==> src/rtl/dca_step_dispatcher_pkg.sv <==
// Package for the NeuGEMM step dispatcher.
// Provides the opcode bit positions used to decode a step instruction, the
// default instruction width and FIFO depth, a decoded-needs struct, and the
// decode helper shared by the dispatcher.
package dca_step_dispatcher_pkg;

    // Default width of a blocked step instruction; the opcode lives in the LSBs.
    localparam int BW_BLOCKED_STEP_INST = 16;

    // Default depth of the step FIFO.
    localparam int DCA_STEP_DISPATCH_FIFO_DEPTH_DEFAULT = 4;

    // Opcode bit positions inside the step instruction.
    localparam int DCA_NEUGEMM_OPCODE_INDEX_LSU0_REQ = 0;
    localparam int DCA_NEUGEMM_OPCODE_INDEX_LSU1_REQ = 1;
    localparam int DCA_NEUGEMM_OPCODE_INDEX_LSU2_REQ = 2;
    localparam int DCA_NEUGEMM_OPCODE_INDEX_LOAD_ACC = 3;

    // Number of opcode bits the decoder looks at.
    localparam int BW_OPCODE = 4;

    // What a step needs before (or causes when) it fires.
    typedef struct packed {
        logic need0;    // waits on an LSU0 read
        logic need1;    // waits on an LSU1 read
        logic need2r;   // waits on an LSU2 accumulator load
        logic is_wr;    // launches an LSU2 store once it fires
    } step_needs_t;

    function automatic step_needs_t decode_opcode(input logic [BW_OPCODE-1:0] opc);
        step_needs_t n;
        n.need0  = opc[DCA_NEUGEMM_OPCODE_INDEX_LSU0_REQ];
        n.need1  = opc[DCA_NEUGEMM_OPCODE_INDEX_LSU1_REQ];
        n.need2r = opc[DCA_NEUGEMM_OPCODE_INDEX_LSU2_REQ] &  opc[DCA_NEUGEMM_OPCODE_INDEX_LOAD_ACC];
        n.is_wr  = opc[DCA_NEUGEMM_OPCODE_INDEX_LSU2_REQ] & ~opc[DCA_NEUGEMM_OPCODE_INDEX_LOAD_ACC];
        return n;
    endfunction

endpackage

==> src/rtl/dca_step_fifo.sv <==
// Synchronous FIFO holding step instructions for the dispatcher.
// Storage only: no decode, no credits.
// Ports:
//   clk    in   clock
//   rst    in   synchronous active-high flush (reset or clear)
//   push   in   write din (ignored while full)
//   din    in   WIDTH-bit data to write
//   pop    in   drop the head entry (ignored while empty)
//   head   out  current head entry, from registered state (no bypass)
//   full   out  all DEPTH entries occupied
//   empty  out  no entries
module dca_step_fifo #(
    parameter int WIDTH = 16,
    parameter int DEPTH = 4
) (
    input  logic             clk,
    input  logic             rst,
    input  logic             push,
    input  logic [WIDTH-1:0] din,
    input  logic             pop,
    output logic [WIDTH-1:0] head,
    output logic             full,
    output logic             empty
);

    localparam int AW = $clog2(DEPTH);

    // One extra pointer bit distinguishes full from empty.
    localparam logic [AW:0] PTR_ONE  = {{AW{1'b0}}, 1'b1};
    localparam logic [AW:0] FULL_XOR = {1'b1, {AW{1'b0}}};

    logic [WIDTH-1:0] mem [DEPTH];
    logic [AW:0]      wr_ptr_reg;
    logic [AW:0]      rd_ptr_reg;
    logic             do_push;
    logic             do_pop;

    assign empty   = (wr_ptr_reg == rd_ptr_reg);
    assign full    = ((wr_ptr_reg ^ rd_ptr_reg) == FULL_XOR);
    assign do_push = push & ~full;
    assign do_pop  = pop & ~empty;

    // Head is read straight from the array: a push at edge T is visible at T+1.
    assign head = mem[rd_ptr_reg[AW-1:0]];

    always_ff @(posedge clk) begin
        if (do_push) begin
            mem[wr_ptr_reg[AW-1:0]] <= din;
        end
    end

    always_ff @(posedge clk) begin
        if (rst) begin
            wr_ptr_reg <= '0;
            rd_ptr_reg <= '0;
        end else begin
            if (do_push) begin
                wr_ptr_reg <= wr_ptr_reg + PTR_ONE;
            end
            if (do_pop) begin
                rd_ptr_reg <= rd_ptr_reg + PTR_ONE;
            end
        end
    end

endmodule

==> src/rtl/dca_step_dispatcher.sv <==
// NeuGEMM step dispatcher.
// Queues step instructions in order and presents the head to the compute
// core once the LSU loads it depends on have completed. LSU completions are
// banked as credits (they may arrive before their step). Outstanding LSU2
// stores are counted so idle only asserts once all traffic has drained.
// Ports:
//   clk, rst, clear        clock, synchronous reset, synchronous flush
//   step_valid/ready/inst  step input from the sequencer
//   lsu0_done, lsu1_done   one LSU0 / LSU1 read completed (pulse)
//   lsu2_rdone             one LSU2 accumulator load completed (pulse)
//   lsu2_wdone             one LSU2 store completed (pulse)
//   core_valid/ready/inst  step output to the compute core
//   idle                   FIFO empty and every counter zero
//   error                  sticky counter overflow/underflow
module dca_step_dispatcher
    import dca_step_dispatcher_pkg::*;
#(
    parameter int BW_STEP_INST = BW_BLOCKED_STEP_INST,
    parameter int FIFO_DEPTH   = DCA_STEP_DISPATCH_FIFO_DEPTH_DEFAULT,
    parameter int BW_CNT       = $clog2(FIFO_DEPTH) + 1
) (
    input  logic                    clk,
    input  logic                    rst,
    input  logic                    clear,
    input  logic                    step_valid,
    output logic                    step_ready,
    input  logic [BW_STEP_INST-1:0] step_inst,
    input  logic                    lsu0_done,
    input  logic                    lsu1_done,
    input  logic                    lsu2_rdone,
    input  logic                    lsu2_wdone,
    output logic                    core_valid,
    input  logic                    core_ready,
    output logic [BW_STEP_INST-1:0] core_inst,
    output logic                    idle,
    output logic                    error
);

    localparam int NCR = 3;     // credit counters: LSU0, LSU1, LSU2 acc load
    localparam logic [BW_CNT-1:0] CNT_ONE = {{(BW_CNT-1){1'b0}}, 1'b1};
    localparam logic [BW_CNT-1:0] CNT_MAX = '1;

    logic                    flush;
    logic                    fifo_full;
    logic                    fifo_empty;
    logic [BW_STEP_INST-1:0] head;
    logic                    fire;
    step_needs_t             needs;

    logic [NCR-1:0]          cr_need;
    logic [NCR-1:0]          cr_inc;
    logic [NCR-1:0]          cr_dec;
    logic [NCR-1:0]          cr_ok;
    logic [NCR-1:0]          cr_zero;
    logic [NCR-1:0]          cr_ovf;
    logic [BW_CNT-1:0]       cr_reg  [NCR];
    logic [BW_CNT-1:0]       cr_next [NCR];

    logic [BW_CNT-1:0]       wr_pend_reg;
    logic [BW_CNT-1:0]       wr_pend_next;
    logic                    wr_inc;
    logic                    wr_err;
    logic                    error_reg;
    logic                    error_next;

    assign flush = rst | clear;

    dca_step_fifo #(
        .WIDTH (BW_STEP_INST),
        .DEPTH (FIFO_DEPTH)
    ) u_fifo (
        .clk   (clk),
        .rst   (flush),
        .push  (step_valid & step_ready),
        .din   (step_inst),
        .pop   (fire),
        .head  (head),
        .full  (fifo_full),
        .empty (fifo_empty)
    );

    assign needs   = decode_opcode(head[BW_OPCODE-1:0]);
    assign cr_need = {needs.need2r, needs.need1, needs.need0};
    assign cr_inc  = {lsu2_rdone, lsu1_done, lsu0_done};

    generate
        for (genvar gi = 0; gi < NCR; gi++) begin : g_cr
            assign cr_zero[gi] = (cr_reg[gi] == '0);
            assign cr_ok[gi]   = ~cr_need[gi] | ~cr_zero[gi];
            // Only consumed on fire, and fire requires a non-zero credit,
            // so a decrement can never underflow.
            assign cr_dec[gi]  = fire & cr_need[gi];
        end
    endgenerate

    // Depends only on registered state, never on core_ready.
    assign core_valid = ~fifo_empty & (&cr_ok);
    assign fire       = core_valid & core_ready;
    assign core_inst  = head;
    assign step_ready = ~fifo_full;
    assign wr_inc     = fire & needs.is_wr;

    always_comb begin
        for (int i = 0; i < NCR; i++) begin
            cr_next[i] = cr_reg[i];
            cr_ovf[i]  = 1'b0;
            if (cr_inc[i] & ~cr_dec[i]) begin
                if (cr_reg[i] == CNT_MAX) begin
                    cr_ovf[i] = 1'b1;   // saturate
                end else begin
                    cr_next[i] = cr_reg[i] + CNT_ONE;
                end
            end else if (~cr_inc[i] & cr_dec[i]) begin
                cr_next[i] = cr_reg[i] - CNT_ONE;
            end
        end
    end

    always_comb begin
        wr_pend_next = wr_pend_reg;
        wr_err       = 1'b0;
        if (wr_inc & ~lsu2_wdone) begin
            if (wr_pend_reg == CNT_MAX) begin
                wr_err = 1'b1;
            end else begin
                wr_pend_next = wr_pend_reg + CNT_ONE;
            end
        end else if (~wr_inc & lsu2_wdone) begin
            if (wr_pend_reg == '0) begin
                wr_err = 1'b1;          // store completion with nothing outstanding
            end else begin
                wr_pend_next = wr_pend_reg - CNT_ONE;
            end
        end
    end

    assign error_next = error_reg | (|cr_ovf) | wr_err;

    always_ff @(posedge clk) begin
        if (flush) begin
            for (int i = 0; i < NCR; i++) begin
                cr_reg[i] <= '0;
            end
            wr_pend_reg <= '0;
            error_reg   <= 1'b0;
        end else begin
            for (int i = 0; i < NCR; i++) begin
                cr_reg[i] <= cr_next[i];
            end
            wr_pend_reg <= wr_pend_next;
            error_reg   <= error_next;
        end
    end

    assign idle  = fifo_empty & (&cr_zero) & (wr_pend_reg == '0);
    assign error = error_reg;

endmodule

==> config.mk <==
export PLATFORM = sky130hd
export DESIGN_NAME = dca_step_dispatcher
export DESIGN_NICKNAME = d
export VERILOG_FILES = /design/src/rtl/dca_step_dispatcher_pkg.sv /design/src/rtl/dca_step_fifo.sv /design/src/rtl/dca_step_dispatcher.sv
export SDC_FILE = /design/constraint.sdc
export NUM_CORES = 1
export LEC_CHECK = 0
export BUFFER_PORTS_ARGS = -buffer_cell sky130_fd_sc_hd__buf_4
export CAP_MARGIN = 20
export CORE_UTILIZATION = 52
export DETAILED_ROUTE_END_ITERATION = 7
export GPL_TIMING_DRIVEN = 0
export PLACE_DENSITY = 0.78
export SETUP_SLACK_MARGIN = 0.3
export SYNTH_ARGS = -nofsm -noshare
export SYNTH_HDL_FRONTEND = slang
export SYNTH_SLANG_ARGS = --single-unit
==> constraint.sdc <==
create_clock -name clk -period 2.7 [get_ports clk]
set_clock_uncertainty 0.05 [all_clocks]
set_input_delay 0.27 -clock clk [delete_from_list [all_inputs] [get_ports clk]]
set_output_delay 0.27 -clock clk [all_outputs]
set_load 0.03 [all_outputs]
==> results of run 1 <==
-- power groups by stage --
stage               combinational, mW  clock [mW]  sequential [mW]
finish                          0.274        1.13             1.45
global route                    0.294        1.20             1.46
CTS                             0.264        1.14             1.45
detailed placement              0.244           0             1.48
global placement                0.239           0             1.48
floorplan                       0.149           0             1.48
-- worst max-delay path: stages, from the launching register on --
cell	delay, ns
dfxtp_2	0.34
buf_6	0.11
mux4_2	0.56
buf_4	0.17
buf_6	0.11
and4_4	0.19
nand2b_4	0.14
fa_2	0.33
and3_1	0.17
mux2i_1	0.15
xor2_1	0.16
nor2_1	0.05
-- layer usage --
metal,up-vias,track usage,share of wire
met5,-,0,0
met4,0,0.07121,0.015
met3,12,0.07238,0.055
met2,62,0.3341,0.50
met1,1131,0.2495,0.43
li1,1064,-,-
-- worst min-delay path by stage --
stage / start / end / slack [ns] / depth (start not counted)
floorplan: step_inst[0] / u_fifo.mem[0][0] / 0.32 / 0
global placement: step_inst[11] / u_fifo.mem[3][11] / 0.42 / 1
detailed placement: step_inst[7] / u_fifo.mem[0][7] / 0.42 / 1
CTS: step_inst[8] / u_fifo.mem[1][8] / 0.03 / 1
global route: step_inst[7] / u_fifo.mem[3][7] / 0.03 / 1
finish: step_inst[14] / u_fifo.mem[2][14] / 0.05 / 1
-- cell usage in the layout, fill, tap and decap left out, types with 7 or more instances in the layout --
cell type,count
mux4_2,14
buf_4,57
nand3_1,8
xnor2_1,7
nor2_1,24
edfxtp_1,64
nand2_1,11
clkbuf_8,9
xor2_1,7
dfxtp_1,20
-- metrics by stage --
step,TNS (ns),std cells
global placement,-0.2423,381
global route,-0.2221,412
CTS,0,407
finish,0,412
detailed placement,-0.2951,381
floorplan,-0.07860,241
-- Yosys cell counts, types with 2 or more instances --
library cell / n
fa_1: 4
nand3_1: 9
or2_2: 2
nand2_1: 13
nor2_1: 25
xnor2_1: 7
dfxtp_1: 21
clkbuf_1: 4
o21ai_0: 5
edfxtp_1: 64
mux4_1: 3
and3_1: 6
ha_1: 7
or3_1: 2
a21oi_1: 4
nand4_1: 3
xor2_1: 7
inv_1: 6
nor3_1: 8
mux4_2: 13
mux2i_1: 5
-- what timing repair did --
item | CTS | global route
gates resized for setup | 11 | 17
endpoints found under the setup margin | 20 | 26
pin swaps | 7 | 7
setup buffers | 10 | 5
-- layout make-up --
| type | instances | area, µm² |
|---|---|---|
| buffer | 6 | 33.78 |
| clock buffer | 9 | 123.9 |
| clock inverter | 7 | 130.1 |
| fill | 487 | 2216 |
| inverter | 6 | 22.52 |
| multi-input combinational | 144 | 1391 |
| sequential | 85 | 2344 |
| tap | 96 | 120.1 |
| timing repair buffer | 59 | 450.4 |
-- logic make-up after synthesis --
group	after synthesis	synth area share
multiplexers	22	0.1183
AND/OR/NAND/NOR	76	0.1044
buffers and inverters	12	0.01423
AO/OA/AOI/OAI	21	0.04983
flip-flops	85	0.6346
adder cells (fa/ha/maj)	11	0.04542
XOR/XNOR	14	0.03322
==> impl_results.md, run 1 <==
* Status: finished clean
* Sw Share at 0.2325
* Slew Viols, Final at 0
* Max-Cap Viols at 0
* Leak Pwr at 1.693 nW
* Internal power at around 2.2 mW
* Area growth syn-to-layout at 25.05%
* Fin util at 0.6756
* Post-synthesis instance area at about 3700 µm²
* Clock Sinks at 85
* Pre-Repair DR Iteration Count at 4
* R2r setup slk at about 0.035 ns
* Total CTS buffers at 9
* Core ar. at between 6000 and 7000 µm²
* Sequential share of power at 0.509
* Setup crit end kind: flip-flop
* Final net count at roughly 350
* Overall power at 2.853 mW
* Setup CP Type: flip-flop to flip-flop
* Finish-stage setup viols at 0
* CTS H-tree depth at 3
* Area after DPL at between 4000 and 5000 µm²
* Largest register FFs at 64
* RSZ-0062 raised after global routing: true
* Synth cell types at 44
* Gate Count Post-Synth at about 240
* Vias in the first global route at 2198
* Top cells by area, synth: edfxtp_1 (52%), dfxtp_1 (11%), mux4_2 (7.9%)
* Register area share after synthesis at 0.6346
* Hold Vio Cnt, Final at 0
* Primary FF master, synth: edfxtp_1
* DR iter-0 viols at between 60 and 70
* Area share of the largest cell type after synthesis at 0.5207
* GR Overflow Total at 0
* Net Count, Synth at approximately 280
* Psw at ~660 µW
* Clock Latency Late Sink at between 0.3 and 0.4 ns
* Initial Utilization at 0.5403
* Seq cells post-synth at 85
* Syn Area/Cell at between 15 and 20 µm²
* Reg2Reg Depth at 11
* Largest net degree at the start of global routing at 18
* Worst Max-Slew Pin Slew at around 1.0 ns
* CP required at just under 3 ns
* DRC at 0
* Hpwl dp at ~4400 µm
* Worst setup margin at 0.03537 ns
* Global-route wire length before repair at ~11000 µm
* Hold Path Class: primary input to flip-flop
* DIE WIDTH at between 80 and 90 µm
* Clock period minus worst slack at 2.665 ns
* Clock power share at 0.395
* Post-detailed-routing wire length at just under 7000 µm
* Combinational power share at 0.096
* Antenna-violating nets left at 0
* Die area at 7439 µm²
* Final period util at 0.9869
* Hold-fix buffers, CTS at 0
* Top Ports at 45
* Share of cells above drive strength 1 at 0.3924
* Rel. slew slack at 0.3150
* Synth warnings at 0
* Critical path arrival at 2.85 ns
* CTS clk-pin slew, worst paths at roughly 0.1 ns
* Reg2reg end: cr_reg[0][2]
* Leading area contributor after synthesis: edfxtp_1
* Worst hold slack at 0.04869 ns
* DP Worst Slack at -0.1928 ns
* Root Buffer: clkbuf_8
* Clock Path Buffers at 2
* Antenna violations before repair at 0
* Gpl congestion at around 0.80
* Finished Cell Area at 4616 µm²
* Die Y at roughly 86 µm
* Via count at between 2000 and 2500
* All-Layer GR Usage at 0.2028
* Max Fclk at approximately 380 MHz
* Routed length per placed instance at around 17 µm
* Critical Path Fanout Max at 5
* FFs w/ async S/R, synth at 0
* Max VDD drop at between 0.4 and 0.5 mV
* Diode count at 0
* Startpoint Class: flip-flop
* Pwr Density at approximately 600 nW/µm²
* CTS tree: built
* Vias per cell at 5.507
* CP Capture Point: cr_reg[0][2]
* IO Port Bufs at 44
* Post-synth EDFFs at 64
* Num rows at 30
Note: power is estimated with default switching activity, not from simulation.
==> inputs of run 2 (changes only) <==
--- a/config.mk
+++ b/config.mk
@@ -7,6 +7,7 @@
 export LEC_CHECK = 0
 export BUFFER_PORTS_ARGS = -buffer_cell sky130_fd_sc_hd__buf_4
 export CAP_MARGIN = 20
+export CORE_ASPECT_RATIO = 2
 export CORE_UTILIZATION = 52
 export DETAILED_ROUTE_END_ITERATION = 7
 export GPL_TIMING_DRIVEN = 0
==> impl_results.md, run 2 (same netlist as run 1, synthesis figures left out) <==
* Combinational power share at 0.090
* Initial Utilization at 0.5360
* Multi-input logic area at approximately 1400 µm²
* Top Ports at 45
* Slew Viols, Final at 0
* Vias per cell at ~5.6
* IO Port Bufs at between 40 and 50
* Critical Path Fanout Max at 5
* Finish-stage setup viols at 2
* Placed cells at about 380
* RSZ-0062 raised after global routing: true
* Num rows at 43
* Global-route wire length before repair at 10540 µm
* Worst Max-Slew Pin Slew at around 1.0 ns
* Sequential share of power at 0.491
* Core ar. at 6887 µm²
* Fin util at 0.6742
* Gpl congestion at 0.7952
* Share of cells above drive strength 1 at 0.3738
* Clock period minus worst slack at about 2.7 ns
* Max-Cap Viols at 0
* CTS tree: built
* Clock Latency Late Sink at approximately 0.33 ns
* Max VDD drop at about 0.64 mV
* Status: finished, violations left
* Most frequent cells in the layout: edfxtp_1 (64), buf_4 (53), nor2_1 (25)
* Hpwl dp at between 4000 and 5000 µm
* Antenna-violating nets left at 0
* Diode count at 0
* Final period util at 1.010
* Failing checks: setup timing
* Antenna violations before repair at 0
* Sw Share at 0.2279
* Largest net degree at the start of global routing at 18
* Clock power share at 0.418
* Register area at 2344 µm²
* Root Buffer: clkbuf_16
* Max Fclk at around 370 MHz
* Fin cells at 403
* Clock Path Buffers at 2
* Final net count at 344
* Psw at 675.2 µW
* Vias in the first global route at around 2300
* Rel. slew slack at 0.3308
* Setup crit end kind: flip-flop
* DIE WIDTH at a little over 60 µm
* Commonest non-fill, non-tap cell in the layout: edfxtp_1
* CTS H-tree depth at 3
* DRC at 0
* Post-detailed-routing wire length at 6802 µm
* Routed length per placed instance at approximately 17 µm
* Hold Path Class: primary input to flip-flop
* Hold Vio Cnt, Final at 0
* Hold-fix buffers, CTS at 0
* Die Y at between 100 and 150 µm
* Setup CP Type: flip-flop to flip-flop
* Worst setup margin at -0.02809 ns
* Pre-Repair DR Iteration Count at 4
* DR iter-0 viols at just under 100
* CP required at around 2.9 ns
* Internal power at between 2 and 2.5 mW
* Via count at 2260
* Largest register FFs at 64
* Total CTS buffers at 9
* Number of fill cells at 518
* All-Layer GR Usage at 0.2068
* Clock Sinks at 85
* Area growth syn-to-layout at 25.80%
* CTS clk-pin slew, worst paths at ~0.06 ns
* Critical path arrival at 2.91 ns
* Leak Pwr at around 1.7 nW
* GR Overflow Total at 0
* Startpoint Class: flip-flop
* Pwr Density at around 640 nW/µm²
* Die area at between 7000 and 8000 µm²
[run 2: layout make-up]
type | instances | area share
well taps | 90 | 0.02425
repair buffers | 56 | 0.09485
inverters | 6 | 0.004850
flip-flops and latches | 85 | 0.5047
clock inverters | 7 | 0.01778
clock buffers | 9 | 0.04850
plain buffers | 6 | 0.006737
multi-input cells | 144 | 0.2983
[run 2: final timing paths]
check                                   from          endpoint  slack, ns  cells past startpoint
worst max register to register     flip-flop    wr_pend_reg[2]      -0.03                     13
worst min-delay path            step_inst[7]  u_fifo.mem[1][7]       0.08                      1
worst min register to register  cr_reg[0][5]      cr_reg[0][5]       0.46                      2
worst max-delay path               flip-flop    wr_pend_reg[2]      -0.03                     13
[run 2: metrics by stage]
step | area [µm²] | hold slack [ns] | worst slack [ns] | total power [mW] | TNS, ns
after floorplan | 3711 | 0.3189 | -0.07860 | 1.628 | -0.07860
after global placement | 4154 | 0.4177 | -0.1672 | 1.721 | -0.2140
after detailed placement | 4154 | 0.4221 | -0.2141 | 1.728 | -0.3274
after CTS | 4583 | 0.06959 | 0.01589 | 2.978 | 0
after global routing | 4643 | 0.06974 | -0.1212 | 3.052 | -0.6335
final | 4643 | 0.07918 | -0.02809 | 2.963 | -0.05494
[run 2: layer usage]
layer | track usage | part of all wire | vias up
met5 | 0 | 0 | -
met4 | 0.1250 | 0.037 | 0
met3 | 0.05224 | 0.035 | 18
met2 | 0.3616 | 0.58 | 63
met1 | 0.2053 | 0.35 | 1125
li1 | - | - | 1054
[run 2: power groups by stage]
stage / clock network [mW] / logic, mW / registers, mW
2_1_floorplan: 0 / 0.149 / 1.48
4_1_cts: 1.26 / 0.263 / 1.46
3_3_place_gp: 0 / 0.241 / 1.48
6_report: 1.24 / 0.268 / 1.46
5_1_grt: 1.31 / 0.288 / 1.46
3_5_place_dp: 0 / 0.246 / 1.48
[run 2: timing repair]
| action | 4_1_cts | 5_1_grt |
|---|---|---|
| setup endpoints to repair | 22 | 26 |
| buffers inserted | 8 | 4 |
| pin swaps | 7 | 12 |
| gates resized for setup | 14 | 7 |
[run 2: worst max-delay path, cell delays in order, from the launching register on]
cell      delay, ns
dfxtp_2        0.33
buf_6          0.12
mux4_2         0.55
a22oi_4        0.23
nand4b_1       0.18
inv_2          0.10
ha_4           0.13
inv_2          0.03
fa_2           0.33
or2_4          0.25
o21ai_2        0.06
nand3_1        0.08
o21ai_1        0.10
nor2_1         0.06
==> inputs of run 3 (changes only) <==
--- a/config.mk
+++ b/config.mk
@@ -5,6 +5,7 @@
 export SDC_FILE = /design/constraint.sdc
 export NUM_CORES = 1
 export LEC_CHECK = 0
+export ABC_AREA = 1
 export BUFFER_PORTS_ARGS = -buffer_cell sky130_fd_sc_hd__buf_4
 export CAP_MARGIN = 20
 export CORE_ASPECT_RATIO = 2
==> impl_results.md, run 3 <==
* Gpl congestion at between 0.7 and 0.8
* Share of cells above drive strength 1 at 0.2659
* Setup crit end kind: flip-flop
* Status: finished clean
* Pre-Repair DR Iteration Count at 5
* Diode count at 0
* Area share of the largest cell type after synthesis at 0.4981
* Initial Utilization at 0.5350
* Syn Area/Cell at 10.40 µm²
* Vias per cell at 5.412
* Pwr Density at a little under 600 nW/µm²
* Placed cells at slightly above 500
* Via count at between 2000 and 3000
* Met3 Usage GRT at 0.05311
* Largest register FFs at 64
* RSZ-0062 raised after global routing: true
* Total CTS buffers at 9
* Max Fclk at ~400 MHz
* Top cells by area, synth: edfxtp_1 (50%), dfxtp_1 (11%), nor2_1 (4.6%)
* Antenna-violating nets left at 0
* CP Capture Point: wr_pend_reg[2]
* DR iter-0 viols at around 150
* Reg2Reg Depth at 16
* Root Buffer: clkbuf_16
* Finish-stage setup viols at 0
* CTS tree: built
* Post-synthesis instance area at roughly 3900 µm²
* Gate Count Post-Synth at 371
* Synth cell types at 34
* Critical Path Fanout Max at 6
* All-Layer GR Usage at 0.2254
* Final net count at between 400 and 500
* Worst Max-Slew Pin Slew at 0.9270 ns
* Vias in the first global route at around 2900
* Final setup TNS at 0 ns
* Die area at 7790 µm²
* Global-route wire length before repair at roughly 13000 µm
* Most frequent cells in the layout: edfxtp_1 (64), buf_4 (54), nor2_1 (43)
* Reg2reg end: wr_pend_reg[2]
* Post-detailed-routing wire length at around 8000 µm
* Synth warnings at 0
* CTS H-tree depth at 3
* Post-synth EDFFs at 64
* Fin cells at ~530
* Register area share after synthesis at 0.6070
* Clock Path Buffers at 2
* Critical path arrival at 2.67 ns
* Max VDD drop at 0.5573 mV
* Gr busiest metal: met2
* Top Ports at 45
* Commonest non-fill, non-tap cell in the layout: edfxtp_1
* CP required at 2.88 ns
* IO Port Bufs at 44
* Leading area contributor after synthesis: edfxtp_1
* Max-Cap Viols at 0
* Seq cells post-synth at between 80 and 90
* Grt met2 use at 0.4267
* Primary FF master, synth: edfxtp_1
* Rel. slew slack at 0.3813
* Clock Latency Late Sink at around 0.33 ns
* Largest net degree at the start of global routing at 17
* Core ar. at 7212 µm²
* Num rows at between 40 and 50
* Most frequent cell after synthesis: edfxtp_1
* Startpoint Class: flip-flop
* Final period util at 0.9227
* Synth cell count leaders: edfxtp_1 (64), nor2_1 (47), nand2_1 (44)
* Hold Path Class: primary input to flip-flop
* Hold Vio Cnt, Final at 0
* DRC at 0
* GR Overflow Total at 0
* R2r setup slk at ~0.21 ns
* FFs w/ async S/R, synth at 0
* Setup CP Type: flip-flop to flip-flop
* Routed length per placed instance at between 10 and 15 µm
* CTS clk-pin slew, worst paths at 0.06 ns
* Die Y at ~120 µm
* Leak Pwr at approximately 1.9 nW
* DIE WIDTH at around 63 µm
* Hold-fix buffers, CTS at 0
* Met1 usage at 0.2102
* Area growth syn-to-layout at 23.02%
* Slew Viols, Final at 0
* Antenna violations before repair at 0
* Hpwl dp at approximately 5700 µm
* Clock period minus worst slack at 2.491 ns
* Clock Sinks at 85
* Net Count, Synth at just over 400
## run 3: changes by cell type in the layout (fill, tap and decap cells not counted), sizes merged, moves of 6 or more
cell,before,now
a21oi,4,14
and3,6,0
inv,9,49
mux4,16,0
nand2,13,51
nand3,9,24
nor2,25,51
o21ai,5,37
o22ai,0,12
xnor2,7,1
xor2,7,0
## run 3: cells by family after synthesis
family	after synthesis	synth area share
buffers and inverters	60	0.06517
DFF	85	0.6070
and+or+nand+nor	147	0.1891
adders and majority gates	11	0.04345
AOI/OAI and AO/OA	67	0.09306
xor gates and xnor gates	1	0.002270
## run 3: power breakdown
| part | leakage (nW) | switching [mW] | internal, mW | total [mW] |
|---|---|---|---|---|
| logic | 0.994 | 0.179 | 0.108 | 0.288 |
| registers | 0.759 | 0.0154 | 1.44 | 1.46 |
| clock network | 0.125 | 0.470 | 0.614 | 1.08 |
| total | 1.88 | 0.665 | 2.17 | 2.83 |
## run 3: worst max-delay path, stage by stage (launching register included)
cell,delay (ns)
dfxtp_2,0.31
buf_6,0.12
buf_4,0.15
nand2_2,0.07
nand3_2,0.10
nand3_2,0.12
nand2_4,0.07
nor2_8,0.12
nand3_4,0.09
nor3_4,0.13
ha_2,0.21
inv_2,0.06
fa_2,0.33
nor2_1,0.20
nor3b_4,0.07
o21ai_1,0.12
a21oi_1,0.05
## run 3: how the worst min path moves through the flow
stage | depth (start not counted) | endpoint | start
floorplan | 0 | u_fifo.mem[0][0] | step_inst[0]
global placement | 1 | u_fifo.wr_ptr_reg[2] | u_fifo.wr_ptr_reg[2]
detailed placement | 1 | u_fifo.wr_ptr_reg[2] | u_fifo.wr_ptr_reg[2]
CTS | 1 | u_fifo.mem[2][7] | step_inst[7]
global route | 1 | u_fifo.mem[1][6] | step_inst[6]
finish | 1 | u_fifo.mem[1][5] | step_inst[5]
## run 3: layer usage
metal | up-vias | wire (µm)
li1 | 1400 | -
met1 | 1353 | 2700
met2 | 102 | 4606
met3 | 24 | 407
met4 | 0 | 259
met5 | - | 0
## run 3: cell type report
cell class	instances	area [µm²]
clock inverters	6	41.29
plain buffers	11	67.56
fillers	555	2465
clock buffers	9	225.2
flip-flops and latches	85	2344
inverters	49	188.9
repair buffers	54	412.9
multi-input cells	226	1353
well taps	92	115.1
## run 3: per-stage QoR
step	setup WS (ns)	utilization	total power [mW]	cell area, µm²	hold WS (ns)
3_5_place_dp	0.004725	0.6050	1.759	4363	0.4204
6_report	0.2087	0.6582	2.832	4747	0.08038
4_1_cts	0.2576	0.6485	2.844	4677	0.07020
2_1_floorplan	0.2879	-	1.650	3892	0.3189
5_1_grt	0.1114	0.6582	2.940	4747	0.06820
3_3_place_gp	0.02372	0.6015	1.750	4338	0.4035
## run 3: repair_timing
action                                  4_1_cts  5_1_grt
buffers inserted                              5        4
gates resized for setup                       5       13
endpoints found under the setup margin        2        8
pin swaps                                     3        3
